===== src/rtl/rv_pipe_pkg.sv =====
// Shared pipeline definitions: datapath width, fetch FSM states and the canonical NOP word.
package rv_pipe_pkg;

  localparam int unsigned XLEN = 32;

  localparam logic [XLEN-1:0] NOP_WORD = 32'h0000_0013;  // addi x0, x0, 0

  typedef enum logic [1:0] {
    StBoot,
    StReq,
    StWait
  } fetch_state_e;

  function automatic logic [XLEN-1:0] word_align(input logic [XLEN-1:0] addr);
    return addr & ~XLEN'(3);
  endfunction

endpackage


===== src/rtl/if_out_buf.sv =====
// One-entry holding register between the fetch FSM and IF/ID.
module if_out_buf
  import rv_pipe_pkg::*;
#(
  parameter logic [XLEN-1:0] NOP_INSTR = NOP_WORD
) (
  input  logic            clk,
  input  logic            rst,
  input  logic            i_load,
  input  logic            i_consume,
  input  logic            i_flush,
  input  logic [XLEN-1:0] i_pc,
  input  logic [XLEN-1:0] i_instr,
  output logic            o_valid,
  output logic [XLEN-1:0] o_pc,
  output logic [XLEN-1:0] o_pc_4,
  output logic [XLEN-1:0] o_instr
);

  logic            r_valid;
  logic [XLEN-1:0] r_pc;
  logic [XLEN-1:0] r_pc_4;
  logic [XLEN-1:0] r_instr;

  // Flush beats load: a redirect discards a word arriving on the same edge.
  always_ff @(posedge clk) begin
    if (!rst) begin
      r_valid <= 1'b0;
      r_pc    <= '0;
      r_pc_4  <= '0;
      r_instr <= NOP_INSTR;
    end else if (i_flush) begin
      r_valid <= 1'b0;
    end else if (i_load) begin
      r_valid <= 1'b1;
      r_pc    <= i_pc;
      r_pc_4  <= i_pc + XLEN'(4);
      r_instr <= i_instr;
    end else if (i_consume) begin
      r_valid <= 1'b0;
    end
  end

  assign o_valid = r_valid;
  assign o_pc    = r_pc;
  assign o_pc_4  = r_pc_4;
  assign o_instr = r_valid ? r_instr : NOP_INSTR;

endmodule


===== src/rtl/if_fetch_unit.sv =====
// Instruction-fetch stage: owns the PC, runs the req/gnt/rvalid handshake and feeds IF/ID.
module if_fetch_unit
  import rv_pipe_pkg::*;
#(
  parameter logic [XLEN-1:0] RESET_PC  = 32'h0000_0000,
  parameter logic [XLEN-1:0] NOP_INSTR = NOP_WORD
) (
  input  logic            clk,
  input  logic            rst,
  input  logic            stall,
  input  logic            redirect_valid,
  input  logic [XLEN-1:0] redirect_pc,
  output logic            imem_req,
  output logic [XLEN-1:0] imem_addr,
  input  logic            imem_gnt,
  input  logic            imem_rvalid,
  input  logic [XLEN-1:0] imem_rdata,
  output logic [XLEN-1:0] PC_out,
  output logic [XLEN-1:0] PC_4_out,
  output logic [XLEN-1:0] instr_out,
  output logic            nop_out,
  output logic [XLEN-1:0] fetch_count
);

  fetch_state_e    r_state;
  fetch_state_e    w_state_next;
  logic [XLEN-1:0] r_pc;
  logic [XLEN-1:0] w_pc_next;
  logic            r_kill;
  logic            w_kill_next;
  logic [XLEN-1:0] r_fetch_count;

  logic w_buf_valid;
  logic w_req;
  logic w_grant;
  logic w_load;
  logic w_consume;
  logic w_redirect;

  assign w_redirect = redirect_valid && (r_state != StBoot);
  assign w_grant    = w_req && imem_gnt;
  assign w_consume  = w_buf_valid && !stall;

  always_ff @(posedge clk) begin
    if (!rst) begin
      r_state <= StBoot;
    end else begin
      r_state <= w_state_next;
    end
  end

  always_ff @(posedge clk) begin
    if (!rst) begin
      r_pc          <= RESET_PC;
      r_kill        <= 1'b0;
      r_fetch_count <= '0;
    end else begin
      r_pc   <= w_pc_next;
      r_kill <= w_kill_next;
      if (w_consume && !w_redirect) begin
        r_fetch_count <= r_fetch_count + XLEN'(1);
      end
    end
  end

  always_comb begin
    w_state_next = r_state;
    w_pc_next    = r_pc;
    w_kill_next  = r_kill;
    unique case (r_state)
      StBoot: w_state_next = StReq;
      StReq: begin
        if (w_grant) begin
          w_state_next = StWait;
        end
      end
      StWait: begin
        if (imem_rvalid) begin
          w_state_next = StReq;
          w_kill_next  = 1'b0;
          if (!r_kill) begin
            w_pc_next = r_pc + XLEN'(4);
          end
        end
      end
      default: w_state_next = StBoot;
    endcase

    // A request already in flight (or granted now) must have its response swallowed.
    if (w_redirect) begin
      w_pc_next = word_align(redirect_pc);
      if (((r_state == StWait) && !imem_rvalid) || ((r_state == StReq) && w_grant)) begin
        w_kill_next  = 1'b1;
        w_state_next = StWait;
      end else begin
        w_kill_next  = 1'b0;
        w_state_next = StReq;
      end
    end
  end

  always_comb begin
    w_req  = 1'b0;
    w_load = 1'b0;
    unique case (r_state)
      StReq:   w_req = !w_buf_valid || !stall;
      StWait:  w_load = imem_rvalid && !r_kill && !w_redirect;
      default: ;
    endcase
  end

  if_out_buf #(
    .NOP_INSTR(NOP_INSTR)
  ) u_out_buf (
    .clk      (clk),
    .rst      (rst),
    .i_load   (w_load),
    .i_consume(w_consume),
    .i_flush  (w_redirect),
    .i_pc     (r_pc),
    .i_instr  (imem_rdata),
    .o_valid  (w_buf_valid),
    .o_pc     (PC_out),
    .o_pc_4   (PC_4_out),
    .o_instr  (instr_out)
  );

  assign imem_req    = w_req;
  assign imem_addr   = r_pc;
  assign nop_out     = !w_buf_valid;
  assign fetch_count = r_fetch_count;

endmodule

===== config.mk =====
export PLATFORM = sky130hd
export DESIGN_NAME = if_fetch_unit
export DESIGN_NICKNAME = d
export VERILOG_FILES = /design/src/rtl/rv_pipe_pkg.sv /design/src/rtl/if_out_buf.sv /design/src/rtl/if_fetch_unit.sv
export SDC_FILE = /design/constraint.sdc
export NUM_CORES = 1
export LEC_CHECK = 0
export ABC_CLOCK_PERIOD_IN_PS = 5460
export BUFFER_PORTS_ARGS = -buffer_cell sky130_fd_sc_hd__buf_2
export CAP_MARGIN = 20
export CORE_MARGIN = 2
export CORE_UTILIZATION = 49
export DETAILED_ROUTE_END_ITERATION = 7
export PLACE_DENSITY = 0.77
export SYNTH_ARGS = -nofsm -noshare
export SYNTH_HDL_FRONTEND = slang
export SYNTH_SLANG_ARGS = --single-unit

===== constraint.sdc =====
create_clock -name clk -period 5.46 [get_ports clk]
set_clock_uncertainty 0.05 [all_clocks]
set_input_delay 1.638 -clock clk [delete_from_list [all_inputs] [get_ports clk]]
set_output_delay 1.638 -clock clk [all_outputs]
set_load 0.03 [all_outputs]

==> results.json, run 1 <==
{
  "drv_cap": 0,
  "antenna_found_initial": 2,
  "cpPeakStageDelay_ns": 0.21,
  "vdd_drop_max_uv": 196,
  "drc": 0,
  "min_period_ns": 3.91,
  "path_max_fanout": 4,
  "cp-start-kind": "input pin",
  "crit_path_end": "imem_req",
  "nFillCells": 1356,
  "io_buffer_count": 223,
  "pre_cts_ws_ns": 1.31,
  "syn-instance-count": 906,
  "synthMuxAreaShare_pct": 0.419,
  "finalInstanceArea_mm2": 0.00884,
  "crit_chain": "buf_2 -> nand2_1 -> and3b_1 -> buf_2",
  "critPathKind": "input pin to output port",
  "r2r_slack_ns": 2.34,
  "die_h_um": 125,
  "synthAdderAreaFrac_pct": 0.349,
  "place_hpwl_um": 13000,
  "grt_pass1_vias": 6269,
  "cts_buffer_depth": 2,
  "synth.top_cell.area_share_pct": 44.1,
  "fin_ws_ns": 1.55,
  "critPathMostFrequentCell": "buf_2",
  "pin_count": 232,
  "cts-htree-levels": 4,
  "r2r-start": "r_state[0]",
  "required_ns": 3.77,
  "syn_area_mm2": 0.00717,
  "worstRegToRegCells": 5,
  "cts_buffers": 17,
  "dr_total_vias": 7006,
  "synthTopCellsByArea": "dfxtp_1, nand2_1, a21oi_1",
  "ys_ff_latch": 158,
  "cts_hold_buf": 0,
  "reg2reg_to": "fetch_count[28]",
  "start_util_pct": 49.7,
  "max_freq_mhz": 256,
  "placementRows": 44,
  "drive_above_1_share_pct": 25.1,
  "fin_crit_sh_pct": 71.5,
  "status": "finished, final reports clean",
  "grt_remaining_overflow": 0,
  "slew_viol_final": 0,
  "tns_ns": 0,
  "avgSynthCellArea_um2": 7.92,
  "arrival_ns": 2.22,
  "critPathSlowestCell": "buf_2",
  "grt_max_degree": 84,
  "synth_top_area_cell": "dfxtp_1",
  "whs_ns": 0.398,
  "cp_num_cells": 4,
  "core_area_mm2": 0.0144,
  "m1WireLength_um": 8990,
  "top_layer": "met4",
  "p_leak_nw": 3.67,
  "cts.reportedPaths.clkPinSlew_ns": 0.06,
  "p_per_area_mw_per_mm2": 291,
  "die_w_um": 125,
  "synth_xor_area_share_pct": 5.62,
  "post_cts.repair.setup_buffers": 0,
  "synth_ff_type": "dfxtp_1",
  "dr.pass1.iters": 5,
  "post_cts_resized": 0,
  "ys.warnings.count": 0,
  "synth.distinct_cells": 57,
  "synth-simple-area-share_pct": 26.0,
  "placed_cell_area_mm2": 0.00828,
  "async_flop_share_pct": 0,
  "grt.total_usage_pct": 24.5,
  "gp_congestion": 0.794,
  "synthToLayoutAreaGrowth_pct": 23.2,
  "drt_iter0_drc": 549,
  "crit_start": "stall",
  "crit_family": "buffers and inverters",
  "nets": 1154,
  "ys_seq_area_share_pct": 44.1,
  "met3_length_um": 1200,
  "path_buf_inv": 2,
  "wl_per_cell_um": 15.4,
  "whs_path_depth": 2,
  "via_per_inst": 5.48,
  "synth_top_family_by_area": "simple AND/OR/NAND/NOR gates",
  "endpoint_kind": "output port",
  "insertion_delay_ns": 0.42,
  "cts_sinks": 158,
  "synth_edf_count": 0,
  "hold_viol_final": 0,
  "max_slew_margin_pct": 33.7,
  "clockRootBuffer": "clkbuf_16",
  "wirelength_um": 19700,
  "dr_wl_met2_um": 9200,
  "ant_nets": 0,
  "finalSetupViolations": 0,
  "hp-class": "flip-flop to flip-flop",
  "worst_slew_pin_slew_ns": 0.995,
  "grt_pass1_wl_um": 31900,
  "cts_tree": "built",
  "die-area_mm2": 0.0156,
  "rsz0062_at_grt": "no",
  "synth_compound_area_share_pct": 18.1
}
logic make-up (layout without fill, tap and decap cells):
kind of cell | after synthesis | in the layout
mux | 3 | 3
buf+inv | 90 | 272
simple gates | 382 | 382
xor+xnor | 46 | 46
fa+ha+maj | 2 | 2
other cells | 1 | 8
compound gates | 224 | 224
flops | 158 | 158
state kept, by name, summed over array words and instances, names as in the netlist:
signal	count
u_out_buf.r_instr	32
imem_addr	30
u_out_buf.o_pc_4	30
fetch_count	32
u_out_buf.o_valid	1
u_out_buf.o_pc	30
r_kill	1
r_state	2
Yosys cell counts, types with 2 or more instances:
cell,count
ha_1,2
and2_1,35
o21ai_0,48
nor2_1,53
nand4_2,3
nand4_1,13
xor2_1,19
a21bo_2,2
inv_1,10
clkbuf_2,2
buf_1,3
buf_2,3
a31oi_1,10
nand2b_1,5
xnor2_1,27
and3_1,10
buf_6,2
a211oi_1,8
nor4_1,9
and4_1,8
dfxtp_1,158
nor3_1,13
o22ai_1,7
nand3_1,27
o311ai_0,2
o31a_1,5
nor4_4,2
nand3b_1,4
nand2_1,176
clkbuf_1,63
a22o_1,8
mux2i_1,3
a21oi_1,114
o21a_1,3
buf_4,7
or3_1,15
a22oi_1,7
stage by stage:
stage	cells	power, mW	utilization (%)
after floorplan	911	1.41	-
after global placement	1246	1.48	57.4
after detailed placement	1246	1.49	57.4
after CTS	1276	2.58	61.1
after global routing	1279	2.67	61.3
final	1279	2.57	61.3
worst min-delay path by stage:
stage,slack (ns),from,endpoint
after floorplan,0.38,u_out_buf.r_instr[0],u_out_buf.r_instr[0]
after global placement,0.39,u_out_buf.r_instr[12],u_out_buf.r_instr[12]
after detailed placement,0.39,u_out_buf.r_instr[25],u_out_buf.r_instr[25]
after CTS,0.40,u_out_buf.r_instr[25],u_out_buf.r_instr[25]
after global routing,0.42,u_out_buf.r_instr[28],u_out_buf.r_instr[28]
final,0.40,u_out_buf.r_instr[11],u_out_buf.r_instr[11]
where the power goes:
part           internal [mW]  switching (mW)  leakage, nW
sequential              1.18          0.0486         1.28
clock                  0.657           0.442        0.266
combinational         0.0871           0.155         2.12
worst min-delay path, stage by stage, from the launching register on:
cell     delay [ns]
dfxtp_1        0.30
nand2_1        0.05
a21oi_1        0.05
layout by cell type, fill, tap and decap left out, types with 3 or more instances in the layout:
cell       instances
a211oi_1           8
a21oi_1          114
a22o_1             8
a22oi_1            7
a31oi_1           10
and2_1            35
and3_1             9
and4_1             8
buf_2            223
buf_4              8
clkbuf_1           4
clkbuf_16         17
clkbuf_8           3
clkinv_2           3
conb_1             6
dfxtp_1          158
inv_1              9
mux2i_1            3
nand2_1          176
nand2b_1           5
nand3_1           26
nand3b_1           4
nand4_1           13
nand4_2            3
nor2_1            53
nor3_1            13
nor4_1             9
o21a_1             3
o21ai_0           48
o22ai_1            6
o31a_1             5
or3_1             15
xnor2_1           27
xor2_1            19
layer usage:
metal	track usage [%]	vias up
met3	5.18	24
met1	33.3	3290
met4	8.63	0
li1	-	3454
met2	39.0	238
met5	0	-
area by class of cell:
type	instances	area, µm²	area share, %
well taps	184	230	2.60
diodes	2	5.00	0.0566
flip-flops and latches	158	3160	35.8
inverters	10	40.0	0.453
repair buffers	232	1190	13.5
clock inverters	6	61.3	0.694
clock buffers	24	482	5.45
multi-input cells	663	3670	41.5
No activity file was read; power rests on OpenSTA's default activity.
==> run 2: changes to the inputs <==
--- a/config.mk
+++ b/config.mk
@@ -5,7 +5,7 @@
 export SDC_FILE = /design/constraint.sdc
 export NUM_CORES = 1
 export LEC_CHECK = 0
-export ABC_CLOCK_PERIOD_IN_PS = 5460
+export ABC_CLOCK_PERIOD_IN_PS = 3900
 export BUFFER_PORTS_ARGS = -buffer_cell sky130_fd_sc_hd__buf_2
 export CAP_MARGIN = 20
 export CORE_MARGIN = 2
==> constraint.sdc (replaced) <==
create_clock -name clk -period 3.9 [get_ports clk]
set_clock_uncertainty 0.05 [all_clocks]
set_input_delay 1.17 -clock clk [delete_from_list [all_inputs] [get_ports clk]]
set_output_delay 1.17 -clock clk [all_outputs]
set_load 0.03 [all_outputs]
==> run 2 against run 1 <==
Critical path depth unchanged. Highest routed layer unchanged. Largest power group unchanged. Critical path type is now flip-flop to output port. Wire length decreased by 0.17%. Final cell count increased by 0.16%.
==> results.json, run 2 (synthesis results as in run 1) <==
{
  "synthToLayoutAreaGrowth_pct": 24.0,
  "gp_congestion": 0.803,
  "drt_iter0_drc": 536,
  "placed_cell_area_mm2": 0.00834,
  "wirelength_um": 19700,
  "die_h_um": 125,
  "slew_viol_final": 0,
  "grt_max_degree": 64,
  "grt_remaining_overflow": 0,
  "vdd_drop_max_uv": 284,
  "antenna_found_initial": 2,
  "grt.total_usage_pct": 24.9,
  "netSwitchingPower_mw": 0.910,
  "hp-class": "flip-flop to flip-flop",
  "p_leak_nw": 3.68,
  "tns_ns": 0,
  "placementRows": 44,
  "fin_crit_sh_pct": 77.2,
  "cpPeakStageDelay_ns": 0.57,
  "final_cell_mix": "buf_2, nand2_1, dfxtp_1, a21oi_1, nor2_1",
  "wl_per_cell_um": 15.4,
  "cts_buffers": 17,
  "drc": 0,
  "insertion_delay_ns": 0.42,
  "crit_chain": "buf_4 -> nand2_1 -> and3b_1 -> buf_2",
  "grt_pass1_vias": 6334,
  "worst_slew_pin_slew_ns": 0.804,
  "ant_nets": 0,
  "max_slew_margin_pct": 46.4,
  "cts-htree-levels": 4,
  "place_hpwl_um": 13100,
  "dr_total_vias": 6910,
  "critPathSlowestCell": "dfxtp_1",
  "pre_cts_ws_ns": 0.640,
  "via_per_inst": 5.39,
  "core_area_mm2": 0.0144,
  "cts.reportedPaths.clkPinSlew_ns": 0.06,
  "pin_count": 232,
  "endpoint_kind": "output port",
  "drive_above_1_share_pct": 25.2,
  "cp-start-kind": "flip-flop",
  "fin_util_pct": 61.7,
  "required_ns": 2.68,
  "nets": 1157,
  "drv_cap": 0,
  "cts_hold_buf": 0,
  "die-area_mm2": 0.0156,
  "post_cts_resized": 0,
  "critPathKind": "flip-flop to output port",
  "whs_ns": 0.399,
  "finalSetupViolations": 0,
  "min_period_ns": 3.01,
  "cts_sinks": 158,
  "start_util_pct": 49.7,
  "die_w_um": 125,
  "cts_tree": "built",
  "fin_ws_ns": 0.889,
  "max_freq_mhz": 332,
  "arrival_ns": 1.79,
  "dr.pass1.iters": 5,
  "cts_buffer_depth": 2,
  "layout_commonest_cell": "buf_2",
  "power_frac_clock_pct": 43.3,
  "hold_viol_final": 0,
  "io_buffer_count": 223,
  "p_int_mw": 2.73,
  "grt_pass1_wl_um": 32400,
  "path_max_fanout": 20,
  "rsz0062_at_grt": "no",
  "clockRootBuffer": "clkbuf_16",
  "post_cts.repair.setup_buffers": 0,
  "finalInstanceArea_mm2": 0.00889,
  "p_per_area_mw_per_mm2": 409,
  "power_switching_share_pct": 25.0,
  "nFillCells": 1354,
  "status": "finished, final reports clean",
  "power_frac_seq_pct": 47.3,
  "comb_power_share_pct": 9.4
}
run 2: per-layer routing:
| layer | GRT usage, % | wire length, µm | part of all wire, % |
|---|---|---|---|
| met5 | 0 | 0 | 0 |
| met4 | 7.12 | 323 | 1.6 |
| met3 | 5.22 | 1120 | 5.7 |
| met2 | 40.8 | 9150 | 46 |
| met1 | 33.4 | 9120 | 46 |
run 2: worst paths after layout:
| kind | start | to | slack, ns | cells after the start |
|---|---|---|---|---|
| worst max register to register | r_state[0] | fetch_count[22] | 1.18 | 6 |
| worst min-delay path | u_out_buf.r_instr[13] | u_out_buf.r_instr[13] | 0.40 | 2 |
| worst min register to register | u_out_buf.r_instr[13] | u_out_buf.r_instr[13] | 0.40 | 2 |
| worst max-delay path | u_out_buf.o_valid | imem_req | 0.89 | 4 |
run 2: layout make-up:
cell class,count,area (µm²),area share [%]
tap,184,230,2.59
multi-input combinational,663,3670,41.2
clock inverter,7,90.1,1.01
sequential,158,3160,35.6
antenna,1,2.50,0.0281
timing repair buffer,235,1240,14.0
inverter,10,40.0,0.450
clock buffer,23,458,5.15
run 2: critical path: cells and delay by family (launching register included):
family | cells | cell delay, ns
flops | 1 | 0.57
buf+inv | 2 | 0.49
simple gates | 2 | 0.30
run 2: power groups by stage:
stage / Combinational (mW) / Sequential [mW] / Clock (mW)
after floorplan: 0.192 / 1.78 / 0
after global placement: 0.337 / 1.75 / 0
after detailed placement: 0.340 / 1.75 / 0
after CTS: 0.342 / 1.72 / 1.60
after global routing: 0.372 / 1.72 / 1.67
final: 0.343 / 1.72 / 1.57
run 2: per-stage QoR:
stage,cells,power (mW)
global placement,1250,2.09
floorplan,911,1.97
global route,1281,3.77
detailed placement,1250,2.09
CTS,1280,3.66
finish,1281,3.64
